===== config.mk =====
export PLATFORM = sky130hd
export DESIGN_NAME = multi_item_vend_ctrl
export DESIGN_NICKNAME = d
export VERILOG_FILES = /design/src/rtl/vend_pkg.sv /design/src/rtl/vend_price_table.sv /design/src/rtl/multi_item_vend_ctrl.sv
export SDC_FILE = /design/constraint.sdc
export NUM_CORES = 1
export LEC_CHECK = 0
export ABC_AREA = 1
export CORE_UTILIZATION = 45
export DETAILED_ROUTE_END_ITERATION = 10
export PLACE_DENSITY = 0.67
export SLEW_MARGIN = 20
export SYNTH_ARGS = -nofsm -noshare
export SYNTH_HDL_FRONTEND = slang
export SYNTH_SLANG_ARGS = --single-unit

===== constraint.sdc =====
create_clock -name clk -period 3.5 [get_ports clk]
set_input_delay 0.525 -clock clk [delete_from_list [all_inputs] [get_ports clk]]
set_output_delay 0.525 -clock clk [all_outputs]
set_load 0.03 [all_outputs]

===== src/rtl/vend_pkg.sv =====
// Shared types and default sizing for the vending controller and its front-end blocks.
package vend_pkg;

  typedef enum logic [1:0] {
    ST_IDLE     = 2'd0,
    ST_CREDIT   = 2'd1,
    ST_DISPENSE = 2'd2,
    ST_CHANGE   = 2'd3
  } vend_state_t;

  localparam int DEF_NUM_ITEMS   = 4;
  localparam int DEF_CREDIT_W    = 8;
  localparam int DEF_MAX_CREDIT  = 200;
  localparam int DEF_TIMEOUT_CYC = 1000;

  // Counter width able to hold values 0..cyc inclusive.
  function automatic int count_width(input int cyc);
    return (cyc < 1) ? 1 : $clog2(cyc + 1);
  endfunction

endpackage


===== src/rtl/vend_price_table.sv =====
// Per-item price register file: one synchronous write port, two combinational read ports.
module vend_price_table #(
  parameter int NUM_ITEMS = 4,
  parameter int CREDIT_W  = 8,
  localparam int IW       = $clog2(NUM_ITEMS)
) (
  input  logic                clk,
  input  logic                rstn,
  input  logic                we,
  input  logic [IW-1:0]       waddr,
  input  logic [CREDIT_W-1:0] wdata,
  input  logic [IW-1:0]       raddr_a,
  output logic [CREDIT_W-1:0] rdata_a,
  input  logic [IW-1:0]       raddr_b,
  output logic [CREDIT_W-1:0] rdata_b
);

  logic [CREDIT_W-1:0] price_reg [NUM_ITEMS];

  generate
    for (genvar gi = 0; gi < NUM_ITEMS; gi++) begin : g_row
      always_ff @(posedge clk) begin
        if (!rstn) begin
          price_reg[gi] <= '0;
        end else if (we && (waddr == IW'(gi))) begin
          price_reg[gi] <= wdata;
        end
      end
    end
  endgenerate

  assign rdata_a = price_reg[raddr_a];
  assign rdata_b = price_reg[raddr_b];

endmodule


===== src/rtl/multi_item_vend_ctrl.sv =====
// Multi-item vending controller: price table, coin accumulation, dispense/change
// handshakes, cancel and inactivity refund.
module multi_item_vend_ctrl
  import vend_pkg::*;
#(
  parameter int NUM_ITEMS   = DEF_NUM_ITEMS,
  parameter int CREDIT_W    = DEF_CREDIT_W,
  parameter int MAX_CREDIT  = DEF_MAX_CREDIT,
  parameter int TIMEOUT_CYC = DEF_TIMEOUT_CYC,
  localparam int IW         = $clog2(NUM_ITEMS)
) (
  input  logic                clk,
  input  logic                rstn,
  input  logic                cfg_mode,
  input  logic                cfg_we,
  input  logic [IW-1:0]       cfg_item,
  input  logic [CREDIT_W-1:0] cfg_price,
  input  logic                coin_valid,
  input  logic [CREDIT_W-1:0] coin_value,
  input  logic                sel_valid,
  input  logic [IW-1:0]       sel_item,
  input  logic                cancel,
  output logic                coin_reject,
  output logic                sel_reject,
  output logic                dispense_valid,
  output logic [IW-1:0]       dispense_item,
  input  logic                dispense_ready,
  output logic                change_valid,
  output logic [CREDIT_W-1:0] change_amount,
  input  logic                change_ready,
  output logic [CREDIT_W-1:0] credit,
  output logic                busy
);

  localparam int TW = count_width(TIMEOUT_CYC);

  vend_state_t         state_reg, state_next;
  logic [CREDIT_W-1:0] credit_reg, credit_next;
  logic                sel_pend_reg, sel_pend_next;
  logic [IW-1:0]       sel_item_reg, sel_item_next;
  logic [IW-1:0]       disp_item_reg, disp_item_next;
  logic [CREDIT_W-1:0] disp_price_reg, disp_price_next;
  logic [TW-1:0]       timer_reg, timer_next;
  logic                coin_rej_reg, coin_rej_next;
  logic                sel_rej_reg, sel_rej_next;

  logic [CREDIT_W-1:0] sel_price;
  logic [CREDIT_W-1:0] pend_price;
  logic [CREDIT_W:0]   coin_sum;
  logic [CREDIT_W-1:0] remainder;
  logic                vend_open, coin_ok, sel_ok, timeout, refund, can_vend;

  vend_price_table #(
    .NUM_ITEMS (NUM_ITEMS),
    .CREDIT_W  (CREDIT_W)
  ) u_price_table (
    .clk     (clk),
    .rstn    (rstn),
    .we      (cfg_we && cfg_mode && (state_reg == ST_IDLE)),
    .waddr   (cfg_item),
    .wdata   (cfg_price),
    .raddr_a (sel_item),
    .rdata_a (sel_price),
    .raddr_b (sel_item_reg),
    .rdata_b (pend_price)
  );

  // One bit wider so an overflowing coin still compares correctly against the cap.
  assign coin_sum  = {1'b0, credit_reg} + {1'b0, coin_value};
  assign remainder = credit_reg - disp_price_reg;
  assign vend_open = !cfg_mode && ((state_reg == ST_IDLE) || (state_reg == ST_CREDIT));
  assign coin_ok   = coin_valid && vend_open && !cancel
                     && (coin_sum <= (CREDIT_W+1)'(MAX_CREDIT));
  assign sel_ok    = sel_valid && vend_open && (sel_price != '0);
  assign timeout   = (state_reg == ST_CREDIT) && !coin_ok && !sel_ok
                     && (timer_reg >= TW'(TIMEOUT_CYC - 1));
  assign refund    = ((state_reg == ST_IDLE) || (state_reg == ST_CREDIT)) && (cancel || timeout);
  assign can_vend  = (state_reg == ST_CREDIT) && sel_pend_reg && (credit_reg >= pend_price);

  always_ff @(posedge clk) begin
    if (!rstn) begin
      state_reg      <= ST_IDLE;
      credit_reg     <= '0;
      sel_pend_reg   <= 1'b0;
      sel_item_reg   <= '0;
      disp_item_reg  <= '0;
      disp_price_reg <= '0;
      timer_reg      <= '0;
      coin_rej_reg   <= 1'b0;
      sel_rej_reg    <= 1'b0;
    end else begin
      state_reg      <= state_next;
      credit_reg     <= credit_next;
      sel_pend_reg   <= sel_pend_next;
      sel_item_reg   <= sel_item_next;
      disp_item_reg  <= disp_item_next;
      disp_price_reg <= disp_price_next;
      timer_reg      <= timer_next;
      coin_rej_reg   <= coin_rej_next;
      sel_rej_reg    <= sel_rej_next;
    end
  end

  always_comb begin
    state_next      = state_reg;
    credit_next     = credit_reg;
    sel_pend_next   = sel_pend_reg;
    sel_item_next   = sel_item_reg;
    disp_item_next  = disp_item_reg;
    disp_price_next = disp_price_reg;
    timer_next      = timer_reg;
    coin_rej_next   = coin_valid && !coin_ok;
    sel_rej_next    = sel_valid && !sel_ok;

    if (coin_ok) credit_next = coin_sum[CREDIT_W-1:0];
    if (sel_ok) begin
      sel_pend_next = 1'b1;
      sel_item_next = sel_item;
    end

    case (state_reg)
      ST_IDLE, ST_CREDIT: begin
        if (refund) begin
          // Cancel and timeout share this path; a coin is never accepted here.
          sel_pend_next = 1'b0;
          timer_next    = '0;
          state_next    = (credit_reg != '0) ? ST_CHANGE : ST_IDLE;
        end else if (can_vend) begin
          disp_item_next  = sel_item_reg;
          disp_price_next = pend_price;
          timer_next      = '0;
          state_next      = ST_DISPENSE;
        end else if (state_reg == ST_IDLE) begin
          timer_next = '0;
          if (coin_ok || sel_ok) state_next = ST_CREDIT;
        end else begin
          timer_next = (coin_ok || sel_ok) ? '0 : timer_reg + 1'b1;
        end
      end
      ST_DISPENSE: begin
        if (dispense_ready) begin
          credit_next   = remainder;
          sel_pend_next = 1'b0;
          state_next    = (remainder != '0) ? ST_CHANGE : ST_IDLE;
        end
      end
      ST_CHANGE: begin
        if (change_ready) begin
          credit_next = '0;
          state_next  = ST_IDLE;
        end
      end
      default: state_next = ST_IDLE;
    endcase
  end

  always_comb begin
    dispense_valid = (state_reg == ST_DISPENSE);
    change_valid   = (state_reg == ST_CHANGE);
    change_amount  = (state_reg == ST_CHANGE) ? credit_reg : '0;
    dispense_item  = disp_item_reg;
    coin_reject    = coin_rej_reg;
    sel_reject     = sel_rej_reg;
    credit         = credit_reg;
    busy           = (state_reg != ST_IDLE);
  end

endmodule


==> results of run 1 <==
[worst reg2reg max path, cell delays in order, from the launching register on]
cell                        delay, ns
sky130_fd_sc_hd__dfxtp_1         0.46
sky130_fd_sc_hd__buf_4           0.24
sky130_fd_sc_hd__nand2_1         0.07
sky130_fd_sc_hd__a32oi_1         0.24
sky130_fd_sc_hd__inv_1           0.11
sky130_fd_sc_hd__ha_1            0.31
sky130_fd_sc_hd__nand2_1         0.07
sky130_fd_sc_hd__o21ai_0         0.16
sky130_fd_sc_hd__nand2_1         0.07
sky130_fd_sc_hd__o2111ai_1       0.11
sky130_fd_sc_hd__nand3_1         0.28
sky130_fd_sc_hd__nor2_4          0.37
sky130_fd_sc_hd__inv_1           0.14
sky130_fd_sc_hd__nor2_1          0.11
sky130_fd_sc_hd__nor2_1          0.05
[per-layer routing]
layer,up-vias,wire (µm),global-route usage (%)
met4,0,168,8.37
met5,-,0,0
met2,103,4760,36.4
met1,1716,4530,25.7
met3,17,517,5.43
li1,1989,-,-
[Yosys cell counts]
cell type                   count  area (µm²)
sky130_fd_sc_hd__a211oi_1       1        7.51
sky130_fd_sc_hd__o211ai_1       9        67.6
sky130_fd_sc_hd__nand2_2        6        37.5
sky130_fd_sc_hd__ha_1          24         300
sky130_fd_sc_hd__inv_2          1        3.75
sky130_fd_sc_hd__nor2_4         1        11.3
sky130_fd_sc_hd__buf_2          1        5.00
sky130_fd_sc_hd__a31oi_1        1        6.26
sky130_fd_sc_hd__nand3_2        1        10.0
sky130_fd_sc_hd__a21oi_4        1        16.3
sky130_fd_sc_hd__nand3_1       27         135
sky130_fd_sc_hd__o21ai_0       25         125
sky130_fd_sc_hd__nand2_1      117         439
sky130_fd_sc_hd__nor3_1         9        45.0
sky130_fd_sc_hd__o21a_1         1        7.51
sky130_fd_sc_hd__xnor2_1        4        35.0
sky130_fd_sc_hd__nor2_1        81         304
sky130_fd_sc_hd__o22ai_1        1        6.26
sky130_fd_sc_hd__fa_1           2        40.0
sky130_fd_sc_hd__buf_6          2        22.5
sky130_fd_sc_hd__nand2_4        4        45.0
sky130_fd_sc_hd__nor3b_1        1        7.51
sky130_fd_sc_hd__nor2_2         1        6.26
sky130_fd_sc_hd__nor2_8         1        20.0
sky130_fd_sc_hd__nor3_2         1        10.0
sky130_fd_sc_hd__nand4_1       14        87.6
sky130_fd_sc_hd__dfxtp_1       37         741
sky130_fd_sc_hd__clkinv_1       2        7.51
sky130_fd_sc_hd__xor2_1        11        96.3
sky130_fd_sc_hd__clkbuf_1       8        30.0
sky130_fd_sc_hd__a32oi_1        6        52.6
sky130_fd_sc_hd__a21oi_1       46         230
sky130_fd_sc_hd__edfxtp_1      32         961
sky130_fd_sc_hd__nand3b_1       2        15.0
sky130_fd_sc_hd__o2111ai_1      1        8.76
sky130_fd_sc_hd__nand4_4        1        21.3
sky130_fd_sc_hd__nor4_1         2        12.5
sky130_fd_sc_hd__inv_1         88         330
sky130_fd_sc_hd__buf_1          1        3.75
[power by group]
part           switching, mW  internal, mW
Clock                  0.311         0.473
Combinational          0.669         0.395
Sequential            0.0970         0.913
[kinds of logic after synthesis]
kind of cell    Yosys count  share of synthesized area, %
simple gates            269                          28.0
fa+ha+maj                26                          7.89
buf+inv                 103                          9.34
xor+xnor                 15                          3.05
flops                    69                          39.5
compound gates           92                          12.2
[path summary, 6_finish.rpt]
check / from / cells past startpoint / end
setup / recovery: state_reg[1] / 3 / dispense_valid
setup reg to reg: flop / 14 / dispense_item[1]
hold / removal: timer_reg[1] / 2 / timer_reg[1]
hold reg to reg: timer_reg[1] / 2 / timer_reg[1]
[layout make-up]
class / count / share of cell area, %
multi-input cells: 402 / 42.6
clock buffers: 10 / 2.46
clock inverters: 6 / 2.15
inverters: 91 / 6.59
repair buffers: 54 / 10.3
flip-flops and latches: 69 / 32.8
well taps: 129 / 3.11
[through the flow]
step / worst slack (ns) / hold slack, ns / instance area (µm²) / total power, mW / util (%)
floorplan: 0.939 / 0.450 / 4310 / 1.77 / -
finish: 0.459 / 0.477 / 5180 / 2.86 / 56.1
detailed placement: 0.371 / 0.466 / 4940 / 2.08 / 53.5
CTS: 0.498 / 0.477 / 5180 / 2.87 / 56.1
global route: 0.328 / 0.502 / 5180 / 3.06 / 56.1
global placement: 0.435 / 0.461 / 4940 / 2.07 / 53.5
==> reports/results.txt, run 1 <==
Initial drt markers: 134
Final wirelength: 9.97 mm
Overall via count from detail_route: 3,825
GPL Wtd Cong: 0.834
Share of the clock period used by the worst path: 86.9%
GRT Util Overall: 21.3%
Number of clock buffers inserted by TritonCTS: 9
Total power density per cell area: 551 mW/mm²
Count of pins on the block boundary: 52
DRC errors left: 0
Time the final worst path needs with I/O delays and setup: 3.04 ns
Starting Density: 46.7%
First-pass GRT wire length: 16.5 mm
Number of gates resized after CTS: 0
Routed length per placed instance: 13.1 µm
Total inserted antenna cells: 0
Final hold violation count: 0
Clock tree from TritonCTS: yes
Hold Path Class: reg2reg
Number of different library cells in the post-synthesis netlist: 39
Peak fanout along the critical path: 15
Synthesis-to-layout area growth: 20.2%
Post-CTS Repair Setup Buffers: 0
Hold_buf cts: 0
Port Buffer Count: 51
Vias per std cell: 5.03
Peak supply drop: 0.000277 V
Worst reg-to-reg setup slack: 0.63 ns
Root Buffer: sky130_fd_sc_hd__clkbuf_8
Clock-pin slew on the worst setup and hold paths: 0.08 ns
Die Outline Area: 0.00998 mm²
Yosys reg bits: 69
Worst path buffer plus inverter count: 2
Remaining number of nets flagged by the antenna check after routing: 0
Footprint of the multi-input gates: 0.00221 mm²
Commonest non-fill, non-tap cell in the layout: sky130_fd_sc_hd__nand2_1
Crit. End Element: output pin
Highest clock frequency the design can meet: 329 MHz
Number of setup violations in the final report: 0
Required arrival time at the worst endpoint: 2.97 ns
Cell Chain, Critical Path: clkinv_1, nor2_1, clkdlybuf4s50_1
Number of nets in the final layout: 682
Average footprint of a synthesized cell: 7.51 µm²
Kind of cell adding the most delay to the critical path: buffers and inverters
Pin count of the biggest net entering global routing: 26
Detailed-router iteration count before antenna repair: 4
Number of instances in the synthesized netlist: 574
Transition at the pin with the smallest max-transition slack: 0.596 ns
Standard-cell rows: 35
Run status: complete, no violations
Seq. cell area: 0.00170 mm²
Max cap viols: 0
Total congestion overflow after global routing: 0
Clock insertion delay at the later pin of the skew report: 0.36 ns
Max H-tree Level: 3
Die H: 99.9 µm
Setup TNS: 0 ns
Synthesis warning total: 0
Share of cells above drive strength 1: 5.70%
Sort of element at the start of the critical path: flop
Sequential element share of the synthesized area: 39.5%
Width of the die: 99.9 µm
Max Slew Vio Count: 0
Worst-case clock skew: 0.0121 ns
Kind of critical path: reg2out
Filler cell count: 873
Largest register FFs: 32
Inst Count DP: 745
Sum of net half-perimeters after detailed placement: 7.84 mm
Via count of the first global-routing pass: 3,598
Leak Pwr: 2.31 nW
Max transition margin: 60.1%
Syn Nets: 629
Initial antenna violation count: 0
Crit path arrival time: 2.52 ns
Cell Count, Final, Fillers Out: 761
Sinks on the clock net: 69
Commonest cells after routing, fill and taps aside: sky130_fd_sc_hd__nand2_1, sky130_fd_sc_hd__inv_1, sky130_fd_sc_hd__nor2_1
Critical Path Slowest Stage Cell: sky130_fd_sc_hd__clkdlybuf4s50_1
Post-synthesis cell area: 0.00431 mm²
Unrepaired setup endpoints after global routing: false
CP peak stage delay: 0.72 ns
Core Region: 0.00924 mm²
CTS max path bufs: 2
Power figures use the tool's default switching activity.
==> run 2, diff against run 1 <==
PLACE_DENSITY = 0.69   (was 0.67)
clock period = 2.5 ns   (was 3.5 ns; I/O delays follow)
==> run 2 against run 1 <==
The flow now finishes with violations (setup timing). Total power increased by 51%. Via count increased by 8.7%. Final area up 11%. Routed wire length rose by 14%. First-iteration DRC count up 91%. Final cell count is 6.3% higher. Combinational power increased by 86%. Global-route usage is 1.1 points higher. Die area stayed put. Sequential power rose by 37%. Clock skew hardly changed. Critical endpoint is now disp_price_reg[7]. Highest routed layer unchanged.
==> reports/results.txt, run 2 (synthesized netlist as in run 1, its figures left out) <==
Core Region: 0.00924 mm² (unchanged)
Initial antenna violation count: 0 (unchanged)
Standard-cell rows: 35 (unchanged)
Via count of the first global-routing pass: 3,732 (+3.7%)
Vias per std cell: 5.14 (+2.3%)
Number of nets in the final layout: 730 (+7.0%)
Total congestion overflow after global routing: 0 (unchanged)
Starting Density: 46.7% (unchanged)
Critical path depth: 15 (+12)
Worst-case clock skew: 0.0121 ns (-0.0000327 ns)
Overall via count from detail_route: 4,159 (+8.7%)
Unrepaired setup endpoints after global routing: true
Layout Cell Area excl Fill: 0.00578 mm² (+11%)
Total power density per cell area: 747 mW/mm² (+36%)
Number of clock buffers inserted by TritonCTS: 9 (unchanged)
GRT Util Overall: 22.4% (+1.1 points)
Cell Chain, Critical Path: inv_4, buf_6, nand2_1, a32oi_1, inv_2, ha_4, nand2_2, nor2_2, nand4_1, o2111ai_2, nand3_2, nor2_4, clkbuf_16, o21ai_1, a21oi_1
Detailed-router iteration count before antenna repair: 5 (+1)
Depth of the worst register-to-register path: 15 (+1)
Required arrival time at the worst endpoint: 2.79 ns (-0.18 ns)
Max Slew Vio Count: 0 (unchanged)
Leak Pwr: 2.57 nW (+11%)
Commonest non-fill, non-tap cell in the layout: sky130_fd_sc_hd__nand2_1
Setup TNS: -0.000410 ns (-0.000410 ns)
Instance area after placement: 0.00527 mm² (+6.6%)
Final wirelength: 11.4 mm (+14%)
End point of the critical path: disp_price_reg[7]
Sum of net half-perimeters after detailed placement: 8.42 mm (+7.4%)
Total inserted antenna cells: 0 (unchanged)
Crit path arrival time: 2.79 ns (+0.27 ns)
Max transition margin: 59.3% (-0.81 points)
Clock-pin slew on the worst setup and hold paths: 0.09 ns (about the same)
Share of cells above drive strength 1: 18.7% (+13 points)
Share of the clock period used by the worst path: 100%
Port Buffer Count: 51 (unchanged)
Count of pins on the block boundary: 52 (unchanged)
PnR worst setup slack: -0.000410 ns (-0.460 ns)
Max H-tree Level: 3 (unchanged)
Initial drt markers: 256 (+91%)
Width of the die: 99.9 µm (unchanged)
Largest register FFs: 32 (unchanged)
Max cap viols: 0 (unchanged)
Violations in the final reports: setup timing
Worst reg-to-reg setup slack: -0.0004 ns (-0.63 ns)
Pin count of the biggest net entering global routing: 20 (-23%)
Endpoint of the worst-slack reg-to-reg timing path: disp_price_reg[7]
Transition at the pin with the smallest max-transition slack: 0.608 ns (+0.0120 ns)
Clock tree from TritonCTS: yes
Worst path buffer plus inverter count: 4 (+2)
Commonest cells after routing, fill and taps aside: sky130_fd_sc_hd__nand2_1, sky130_fd_sc_hd__inv_1, sky130_fd_sc_hd__nor2_1
Time the final worst path needs with I/O delays and setup: 2.50 ns
Remaining number of nets flagged by the antenna check after routing: 0 (unchanged)
CTS max path bufs: 2 (unchanged)
Critical Path Slowest Stage Cell: sky130_fd_sc_hd__dfxtp_4
Number of setup violations in the final report: 1 (+1)
Routed length per placed instance: 14.0 µm (+7.1%)
Peak supply drop: 0.000476 V (+72%)
GPL Wtd Cong: 0.890 (+6.7%)
Die Outline Area: 0.00998 mm² (unchanged)
CP peak stage delay: 0.38 ns (-0.34 ns)
Peak fanout along the critical path: 6 (-9)
Kind of cell adding the most delay to the critical path: simple AND/OR/NAND/NOR gates
Filler cell count: 799 (-8.5%)
Die H: 99.9 µm (unchanged)
Kind of critical path: reg2reg
Final hold violation count: 0 (unchanged)
First-pass GRT wire length: 17.3 mm (+5.1%)
Crit. End Element: flop
Hold Path Class: reg2reg
Highest clock frequency the design can meet: 400 MHz
Sinks on the clock net: 69 (unchanged)
Root Buffer: sky130_fd_sc_hd__clkbuf_8
Clock insertion delay at the later pin of the skew report: 0.36 ns (about the same)
DRC errors left: 0 (unchanged)
Sort of element at the start of the critical path: flop
Synthesis-to-layout area growth: 34.0%
Hold_buf cts: 0 (unchanged)
Run status: finished, violations left
## run 2: changes by cell type in the layout (fill, tap and decap cells not counted), moves of 6 or more
cell and delta:
sky130_fd_sc_hd__buf_4 +41, sky130_fd_sc_hd__inv_1 -7, sky130_fd_sc_hd__inv_2 +6, sky130_fd_sc_hd__o21ai_0 -11, sky130_fd_sc_hd__o21ai_2 +7
## run 2: repair_timing
action / 4_1_cts / 5_1_grt
setup endpoints to repair: 22 / 27
pin swaps: 3 / 27
gates resized for setup: 9 / 51
gates cloned: 1 / 4
setup buffers: 0 / 3
## run 2: area by class of cell
type / count / area, µm² / area share (%)
clock buffer: 9 / 124 / 2.14
clock inverter: 7 / 81.3 / 1.41
inverter: 91 / 344 / 5.96
multi-input combinational: 403 / 2390 / 41.3
sequential: 69 / 1710 / 29.6
tap: 129 / 161 / 2.79
timing repair buffer: 101 / 970 / 16.8
## run 2: where the power goes
part / total, mW / internal, mW / switching, mW / leakage, nW
registers: 1.38 / 1.28 / 0.102 / 0.635
clock network: 0.964 / 0.474 / 0.489 / 0.0944
logic: 1.97 / 0.823 / 1.15 / 1.85
## run 2: worst min-delay path: stages, from the launching register on
cell and delay, ns:
sky130_fd_sc_hd__dfxtp_1 0.34, sky130_fd_sc_hd__nor2_1 0.05, sky130_fd_sc_hd__nor2_1 0.06
## run 2: worst min-delay path by stage
stage               startpoint               end  slack, ns  cells past startpoint
2_1_floorplan  sel_item_reg[0]  dispense_item[0]       0.45                      2
3_3_place_gp      timer_reg[1]      timer_reg[1]       0.46                      2
3_5_place_dp      timer_reg[1]      timer_reg[1]       0.47                      2
4_1_cts           timer_reg[1]      timer_reg[1]       0.48                      2
5_1_grt           timer_reg[1]      timer_reg[1]       0.50                      2
6_report       sel_item_reg[0]  dispense_item[0]       0.48                      2
## run 2: metal layers
| metal | vias up | routed length, µm | GRT usage, % |
|---|---|---|---|
| li1 | 2092 | - | - |
| met1 | 1930 | 4680 | 27.5 |
| met2 | 117 | 5970 | 39.8 |
| met3 | 20 | 523 | 3.62 |
| met4 | 0 | 176 | 7.69 |
| met5 | - | 0 | 0 |
## run 2: per-stage QoR
stage | setup slack, ns | std cells | utilization [%] | total power [mW] | hold slack [ns]
6_report | -0.000410 | 809 | 62.5 | 4.32 | 0.481
5_1_grt | -0.147 | 809 | 62.5 | 4.57 | 0.505
4_1_cts | 0.0256 | 802 | 59.6 | 4.14 | 0.482
3_5_place_dp | -0.337 | 785 | 57.0 | 3.14 | 0.471
3_3_place_gp | -0.266 | 785 | 57.0 | 3.09 | 0.460
2_1_floorplan | 0.0314 | 574 | - | 2.49 | 0.450
